## src/rtl/semaforo_pkg.sv

```systemverilog
// Shared types, lamp codes and default phase durations for the traffic light.
// SEMAFORO_PEATON_EN adds the PEATON state to the state encoding.
package semaforo_pkg;

  localparam int W_DEF = 4;
  localparam int T_VERDE_DEF = 4;
  localparam int T_AMARILLO_DEF = 2;
  localparam int T_TODO_ROJO_DEF = 1;
  localparam int T_PEATON_DEF = 3;

  localparam logic [2:0] VERDE = 3'b001;
  localparam logic [2:0] AMARILLO = 3'b010;
  localparam logic [2:0] ROJO = 3'b100;

  typedef enum logic [2:0] {
    VERDE_A    = 3'd0,
    AMARILLO_A = 3'd1,
    ROJO_1     = 3'd2,
    VERDE_B    = 3'd3,
    AMARILLO_B = 3'd4,
    ROJO_2     = 3'd5
`ifdef SEMAFORO_PEATON_EN
    ,
    PEATON     = 3'd6
`endif
  } estado_t;

  function automatic logic [2:0] lamp_a(estado_t s);
    logic [2:0] l;
    l = ROJO;
    unique case (s)
      VERDE_A:    l = VERDE;
      AMARILLO_A: l = AMARILLO;
      default:    l = ROJO;
    endcase
    return l;
  endfunction

  function automatic logic [2:0] lamp_b(estado_t s);
    logic [2:0] l;
    l = ROJO;
    unique case (s)
      VERDE_B:    l = VERDE;
      AMARILLO_B: l = AMARILLO;
      default:    l = ROJO;
    endcase
    return l;
  endfunction

endpackage

```

## src/rtl/temporizador_fase.sv

```systemverilog
// Phase tick counter with terminal-count compare.
// DONE is high on the TICK that ends a phase of DUR ticks.
module temporizador_fase #(
  parameter int W = 4
) (
  input  logic         CLOCK,
  input  logic         RESET,
  input  logic         TICK,
  input  logic [W-1:0] DUR,
  input  logic         CLR,
  output logic [W-1:0] CNT,
  output logic         DONE
);

  assign DONE = TICK && (CNT == DUR - W'(1));

  // count ticks; cleared on reset or when the phase ends
  always_ff @(posedge CLOCK) begin
    if (RESET) begin
      CNT <= '0;
    end else if (CLR) begin
      CNT <= '0;
    end else if (TICK) begin
      CNT <= CNT + W'(1);
    end
  end

endmodule

```

## src/rtl/control_semaforo.sv

```systemverilog
// Two-road traffic light controller with optional pedestrian phase.
// Define SEMAFORO_PEATON_EN to build the pedestrian request/walk function.
module control_semaforo
  import semaforo_pkg::*;
#(
  parameter int W = W_DEF,
  parameter int T_VERDE = T_VERDE_DEF,
  parameter int T_AMARILLO = T_AMARILLO_DEF,
  parameter int T_TODO_ROJO = T_TODO_ROJO_DEF,
  parameter int T_PEATON = T_PEATON_DEF
) (
  input  logic         CLOCK,
  input  logic         RESET,
  input  logic         TICK,
  input  logic         PED_REQ,
  output logic [2:0]   LIGHT_A,
  output logic [2:0]   LIGHT_B,
  output logic         PED_WALK,
  output logic         PED_ACK,
  output logic [W-1:0] PHASE_CNT
);

  estado_t state;
  estado_t state_next;
  logic [W-1:0] dur;
  logic done;

  temporizador_fase #(.W(W)) u_tmr (
    .CLOCK(CLOCK),
    .RESET(RESET),
    .TICK (TICK),
    .DUR  (dur),
    .CLR  (done),
    .CNT  (PHASE_CNT),
    .DONE (done)
  );

  // duration of the current phase
  always_comb begin
    dur = W'(T_PEATON);
    unique case (state)
      VERDE_A:    dur = W'(T_VERDE);
      AMARILLO_A: dur = W'(T_AMARILLO);
      ROJO_1:     dur = W'(T_TODO_ROJO);
      VERDE_B:    dur = W'(T_VERDE);
      AMARILLO_B: dur = W'(T_AMARILLO);
      ROJO_2:     dur = W'(T_TODO_ROJO);
      default:    dur = W'(T_PEATON);
    endcase
  end

`ifdef SEMAFORO_PEATON_EN
  logic pending;
  logic pending_next;
  logic req_take;

  // latch a new request; ROJO_2 exit consumes it
  always_comb begin
    req_take = PED_REQ && !pending && (state != PEATON);
    pending_next = pending;
    if (req_take) pending_next = 1'b1;
    if (done && state == ROJO_2 && pending)
      pending_next = 1'b0;
  end
`else
  logic unused_ped_req;
  assign unused_ped_req = PED_REQ;
`endif

  // next phase at the end of the current one
  always_comb begin
    state_next = state;
    if (done) begin
      unique case (state)
        VERDE_A:    state_next = AMARILLO_A;
        AMARILLO_A: state_next = ROJO_1;
        ROJO_1:     state_next = VERDE_B;
        VERDE_B:    state_next = AMARILLO_B;
        AMARILLO_B: state_next = ROJO_2;
`ifdef SEMAFORO_PEATON_EN
        ROJO_2:
          state_next = pending ? PEATON : VERDE_A;
        PEATON:     state_next = VERDE_A;
`else
        ROJO_2:     state_next = VERDE_A;
`endif
        default:    state_next = VERDE_A;
      endcase
    end
  end

  // state and lamp registers, lamps follow next state
  always_ff @(posedge CLOCK) begin
    if (RESET) begin
      state   <= VERDE_A;
      LIGHT_A <= VERDE;
      LIGHT_B <= ROJO;
`ifdef SEMAFORO_PEATON_EN
      pending  <= 1'b0;
      PED_ACK  <= 1'b0;
      PED_WALK <= 1'b0;
`endif
    end else begin
      state   <= state_next;
      LIGHT_A <= lamp_a(state_next);
      LIGHT_B <= lamp_b(state_next);
`ifdef SEMAFORO_PEATON_EN
      pending  <= pending_next;
      PED_ACK  <= req_take;
      PED_WALK <= (state_next == PEATON);
`endif
    end
  end

`ifndef SEMAFORO_PEATON_EN
  assign PED_ACK = 1'b0;
  assign PED_WALK = 1'b0;
`endif

endmodule

```

## config.mk

```make
export PLATFORM = sky130hd
export DESIGN_NAME = control_semaforo
export DESIGN_NICKNAME = d
export VERILOG_FILES = /design/src/rtl/semaforo_pkg.sv /design/src/rtl/temporizador_fase.sv /design/src/rtl/control_semaforo.sv
export SDC_FILE = /design/constraint.sdc
export NUM_CORES = 1
export LEC_CHECK = 0
export CORE_AREA = 2 2 39 41
export CTS_BUF_LIST = sky130_fd_sc_hd__clkbuf_8
export DETAILED_ROUTE_END_ITERATION = 8
export DIE_AREA = 0 0 41 43
export GPL_TIMING_DRIVEN = 0
export HOLD_SLACK_MARGIN = 0.08
export MAX_ROUTING_LAYER = met4
export PLACE_DENSITY = 0.83
export SLEW_MARGIN = 20
export SYNTH_ARGS = -nofsm -noshare
export SYNTH_HDL_FRONTEND = slang
export SYNTH_SLANG_ARGS = --single-unit
```

## constraint.sdc

```tcl
create_clock -name CLOCK -period 4.83 [get_ports CLOCK]
set_input_delay 0.966 -clock CLOCK [delete_from_list [all_inputs] [get_ports CLOCK]]
set_output_delay 0.966 -clock CLOCK [all_outputs]
set_load 0.005 [all_outputs]
```

* Word level (Yosys, flattened, before mapping)
Cells that the tools add are included.
** Storage, ports and cells
- Bits in registers :: 13
- Logic and storage cells :: 27
- Bits of input ports :: 4
- Output and inout port bits :: 12
** Operators by class
- Reduce and logical (&&, ||, !) cells :: 7
- Mux-type cells :: 5
- $add $sub $neg :: 2
- Eq/ne operators :: 9
** Operator list (count)
- $pmux 3 s5 :: 1
- $pmux 3 s2 :: 2
- $eq 3x2->1 const B :: 3
- $eq 3x3->1 const B :: 3
- $pmux 3 s3 :: 1
- $reduce_or 2->1 :: 4
- $eq 3x1->1 const B :: 2
- $logic_not 3->1 :: 2
- $add 4x1->4 const B :: 1
- $eq 4x4->1 :: 1
- $sub 3x1->4 const B :: 1
- $mux 3 :: 1
- $logic_and 1x1->1 :: 1

* Longest topological paths before layout
- Word-level depth :: 9
- Gate-level depth with buffers :: 10
- Mapped depth without buffers :: 8

* Cells and area by module
A second synthesis with hierarchy kept.
** Second synthesis, totals
- Cells, all modules :: 78
- Area total of the unflattened synthesis :: 683.2 um2
** By module, submodules not included
- control_semaforo :: seq. area each 180.2 um2, cells each 52, instances 1, area an instance 420.4 um2
- temporizador_fase :: seq. area each 80.1 um2, cells each 26, instances 1, area an instance 262.8 um2

* Least setup slack after synthesis
No wires, ideal clock.
- Path kind :: flip-flop to flip-flop
- From :: register state[2]
- To :: register LIGHT_B[2]
- Period minus slack after synthesis :: 2.187 ns
- Setup time :: 0.114 ns
- Data required time :: 4.716 ns
- Arrival :: 2.073 ns
- Cell stages (with the launch flop) :: 10
- Path buffers :: 2
- Setup slack :: 2.643 ns
- Cell sequence :: dfxtp_1 > clkbuf_1 > xnor2_1 > ha_1 > xnor2_1 > nor3b_1 > o211ai_2 > buf_6 > a21o_1 > a21o_1
** On the way
- Word-level cells in the longest chain between the ends :: 9
- Elaborated cells between the ends (all ways) :: 18
- Those cells by class :: add/sub: 1; eq/ne: 8; mux: 4; reduce/logical: 5
** RTL lines
- from (decl) :: RTL line control_semaforo.sv:23 : estado_t state;
- from (signal assigned) :: RTL line control_semaforo.sv:104 : state <= state_next;
- $eq 3x2->1 (tied with other cells) :: RTL line control_semaforo.sv:41, control_semaforo.sv:74
- $reduce_or 2->1 (no source line)
- $pmux 3 s3 :: RTL line control_semaforo.sv:41 : unique case (state)
- $sub 3x1->4 :: RTL line temporizador_fase.sv:15 : assign DONE = TICK && (CNT == DUR - W'(1));
- $eq 4x4->1 :: RTL line temporizador_fase.sv:15
- $logic_and 1x1->1 :: RTL line temporizador_fase.sv:15
- $mux 3 * :: RTL line control_semaforo.sv:73 : if (done) begin
- $eq 3x3->1 / $eq 3x2->1 (equally long branches) :: RTL line semaforo_pkg.sv:42 : unique case (s)
- $pmux 3 s2 * :: RTL line semaforo_pkg.sv:42
- to (signal assigned) :: RTL line control_semaforo.sv:106 : LIGHT_B <= lamp_b(state_next);
- to (decl) :: RTL line control_semaforo.sv:17 : output logic [2:0] LIGHT_B,
Mark *: on every way between the ends. The rest lies on a longest branch, timed or not.
A chain may end at the register's enable or synchronous reset.

* Final worst setup path
- From :: register state[2]
- To :: register LIGHT_B[1]
Same word-level chain as after synthesis.

==> summary.log <==
INFO  die            fp.dieH=43um
INFO  place          dp_hpwl=909um
INFO  die            design.portCount=16
INFO  timing         hold_vio_cnt_final=0
INFO  cts            cts_tree=yes
INFO  drt            routed_wirelength=1300um
INFO  drt            avgViaCountPerCell=5.22
INFO  synthesis      yosysWarningCount=0
INFO  run            cap_violations=0
INFO  synthesis      synth_top_area_cell=dfxtp_1
INFO  cts            ctsLongestPathBuffers=2
INFO  place          dp_worst_setup_slack=2260ps
INFO  synthesis      yosysSeqAreaShare=37.3%
INFO  cts            clk_pin_slew=60ps
INFO  setup_path     worst_setup_path_end_kind=register
INFO  synthesis      synth.distinct_cells=36
INFO  final_layout   post_route_core_utilization=64.1%
INFO  global_route   grt_start_max_net_pins=11
INFO  drt            dr_total_vias=553
INFO  synthesis      ys_seq_elements=13
INFO  setup_path     criticalPathCategory=register to register
INFO  timing         grt_setup_unrepaired=false
INFO  setup_path     end_of_the_worst_register_to_register_path=LIGHT_B[1]$_SDFF_PP0_
INFO  cts            cts-resized-gates=0
INFO  global_route   global_route.usage.total=20.4%
INFO  outcome        status=finished, final reports clean
INFO  drt            ant_nets=0
INFO  global_route   grt.overflow.total=0
INFO  timing         finalWorstSetupSlack=2340ps
INFO  setup_path     critical-path-slowest-cell=dfxtp_1
INFO  synthesis      synthDominantCellAreaShare=37.3%
INFO  timing         setup_skew=5.57ps
INFO  drt            drc_errors_left=0
INFO  place          buffer_ports.inserted=12
INFO  global_route   vias_in_the_first_global_route=547
INFO  cts            hold_buffer_count_at_cts=0
INFO  setup_path     rrSetupSlack=2340ps
INFO  timing         final-max-slew-violation-count=0
INFO  final_layout   final.fill_count=114
INFO  cts            cts_post_setup_buffers_inserted=0
INFO  setup_path     cp_data_arrival_time=2660ps
INFO  timing         timing.final.crit_share=51.6%
INFO  final_layout   ff_latch_area=260um2
INFO  global_route   wire_length_of_the_first_global_routing_pass=2350um
INFO  final_layout   nets=97
INFO  timing         period_needed=2490ps
INFO  final_layout   multiInputGateArea=380um2
INFO  power          powerDensity=269nW/um2
INFO  timing         final_setup_violation_count=0
INFO  place          finalWeightedCongestion=0.802
INFO  timing         f_max=402MHz
INFO  setup_path     register_to_register_path_depth=8
INFO  final_layout   area.growth.synth_to_final=27.1%
INFO  setup_path     critPathMaxFanout=10
INFO  cts            cts-buffers-inserted=3
INFO  die            design.core.area=1380um2
INFO  cts            worst_skew_pair_latency=250ps
INFO  drt            drt_first_pass_iters=5
INFO  synthesis      top_cells_by_area_in_the_synthesized_netlist=dfxtp_1 (37%), xnor2_1 (6.3%), o41ai_2 (4.7%), nor2_1 (3.8%), xor2_1 (3.8%)
INFO  drt            dr.first_iter.drc_count=7
INFO  timing         fin_tns_setup=0ps
INFO  synthesis      synth.cell_area=698um2
INFO  synthesis      syn_area_per_cell=9.56um2
INFO  setup_path     crit_chain=clkbuf_1, xnor2_1, ha_1, xnor2_1, nor3b_1, o211ai_2, or3_1, a21oi_1
INFO  die            die_x=41um
INFO  hold_path      hold_start=u_tmr.CNT[3]$_SDFFE_PP0P_
INFO  final_layout   antennaDiodeCount=0
INFO  setup_path     worstReg2RegStart=state[2]$_SDFF_PP0_
INFO  setup_path     setup.worst_path.start_class=register
INFO  cts            maximum_level_of_the_cts_h_tree=1
INFO  die            initial_core_utilization=50.5%
INFO  cts            cts_root_buffer=clkbuf_8
INFO  final_layout   drive_gt1_share=16.7%
INFO  synthesis      post_syn_instances=73
INFO  hold_path      hold_path.class=register to register
INFO  cts            tritoncts_sink_count=13
INFO  setup_path     worst_path_most_repeated_cell=xnor2_1
INFO  global_route   grt_antenna_before_repair=0
INFO  power          p_leak=0.000330uW
INFO  final_layout   most-common-layout-cells=dfxtp_1 (13), clkdlybuf4s50_1 (12), nor2_1 (7)
INFO  drt            routed_length_per_instance=12.2um
INFO  die            die-area=1760um2
INFO  setup_path     slowest_delay=470ps
INFO  die            num_rows=14
INFO  setup_path     critical_path_required=5000ps
INFO  hold_path      hold-path-cell-count=2
INFO  timing         hold_slack=556ps
INFO  final_layout   layout_commonest_cell=dfxtp_1
INFO  hold_path      holdPathEnd=u_tmr.CNT[3]$_SDFFE_PP0P_
INFO  power          vdd_drop_max=0.181mV
-- critical path, delay by kind of cell, from the launching register on --
kind | cells | cell delay (ps)
adder cells (fa/ha/maj) | 1 | 310
buffers and inverters | 1 | 420
flip-flops | 1 | 470
XOR/XNOR | 2 | 290
AND/OR/NAND/NOR | 2 | 620
AO/OA/AOI/OAI | 2 | 310
-- per-stage QoR --
step	power (uW)	instances	instance area, um2
floorplan	135	74	702
global placement	144	102	842
detailed placement	145	102	842
CTS	241	106	887
global route	249	106	887
finish	239	106	887
-- area by class of cell --
type	count	share of cell area, %
Multi-Input combinational cell	51	42.9
Sequential cell	13	29.3
Timing Repair Buffer	12	13.5
Buffer	7	5.64
Clock buffer	3	4.65
Tap cell	16	2.26
Inverter	3	1.27
Clock inverter	1	0.423
-- logic make-up (layout without fill, tap and decap cells) --
logic type / Yosys count / count (layout) / synth area share (%)
flops: 13 / 13 / 37.3
compound gates: 14 / 14 / 18.5
other cells: 1 / 2 / 0.537
fa+ha+maj: 2 / 2 / 3.58
mux: 2 / 2 / 3.40
simple gates: 23 / 23 / 17.9
xor+xnor: 8 / 8 / 10.0
buf+inv: 10 / 26 / 8.78
-- routing by layer --
metal | global-route usage, % | vias to the layer above | routed length, um
met2 | 28.4 | 13 | 628
met3 | 3.14 | 5 | 42
li1 | - | 283 | -
met5 | - | - | 0
met4 | 14.0 | 0 | 44
met1 | 25.8 | 252 | 581
-- sequential cells by signal, indices dropped and copies added (netlist names) --
register   cells
LIGHT_A        3
LIGHT_B        3
state          3
u_tmr.CNT      4
-- where the power goes --
part	total (uW)	switching (uW)	internal [uW]
combinational	29.4	13.3	16.1
sequential	114	3.83	110
clock	95.0	38.9	56.1
-- Yosys cell counts --
cell / n
buf_2: 1
nor2b_1: 1
nor3_1: 2
dfxtp_1: 13
a221o_1: 1
nand4_1: 1
nor2b_4: 1
a32oi_1: 1
mux2i_2: 1
a221oi_2: 1
a211o_1: 1
clkbuf_1: 2
nor4_1: 1
a21oi_1: 3
buf_6: 2
nor2_1: 7
or2_0: 1
nand2_1: 3
a21o_1: 2
or2b_1: 1
inv_1: 3
nor2_2: 1
o22ai_1: 1
o41ai_2: 2
ha_1: 2
buf_4: 2
nand3_1: 1
nand2b_1: 1
mux2i_1: 1
xnor2_1: 5
o21ai_0: 1
conb_1: 1
xor2_1: 3
nor3b_1: 1
or3_1: 1
o211ai_2: 1
-- worst max path at each step --
stage               depth (start not counted)  slack (ps)                    end           startpoint
finish                                      8        2340  LIGHT_B[1]$_SDFF_PP0_  state[2]$_SDFF_PP0_
floorplan                                   9        2640  LIGHT_B[2]$_SDFF_PP1_  state[2]$_SDFF_PP0_
global placement                            6        2280  LIGHT_B[2]$_SDFF_PP1_                 TICK
detailed placement                          5        2260  LIGHT_A[2]$_SDFF_PP0_                 TICK
global route                                8        2150  LIGHT_A[2]$_SDFF_PP0_  state[2]$_SDFF_PP0_
CTS                                         8        2350  LIGHT_B[1]$_SDFF_PP0_  state[2]$_SDFF_PP0_
Power figures use the tool's default switching activity.
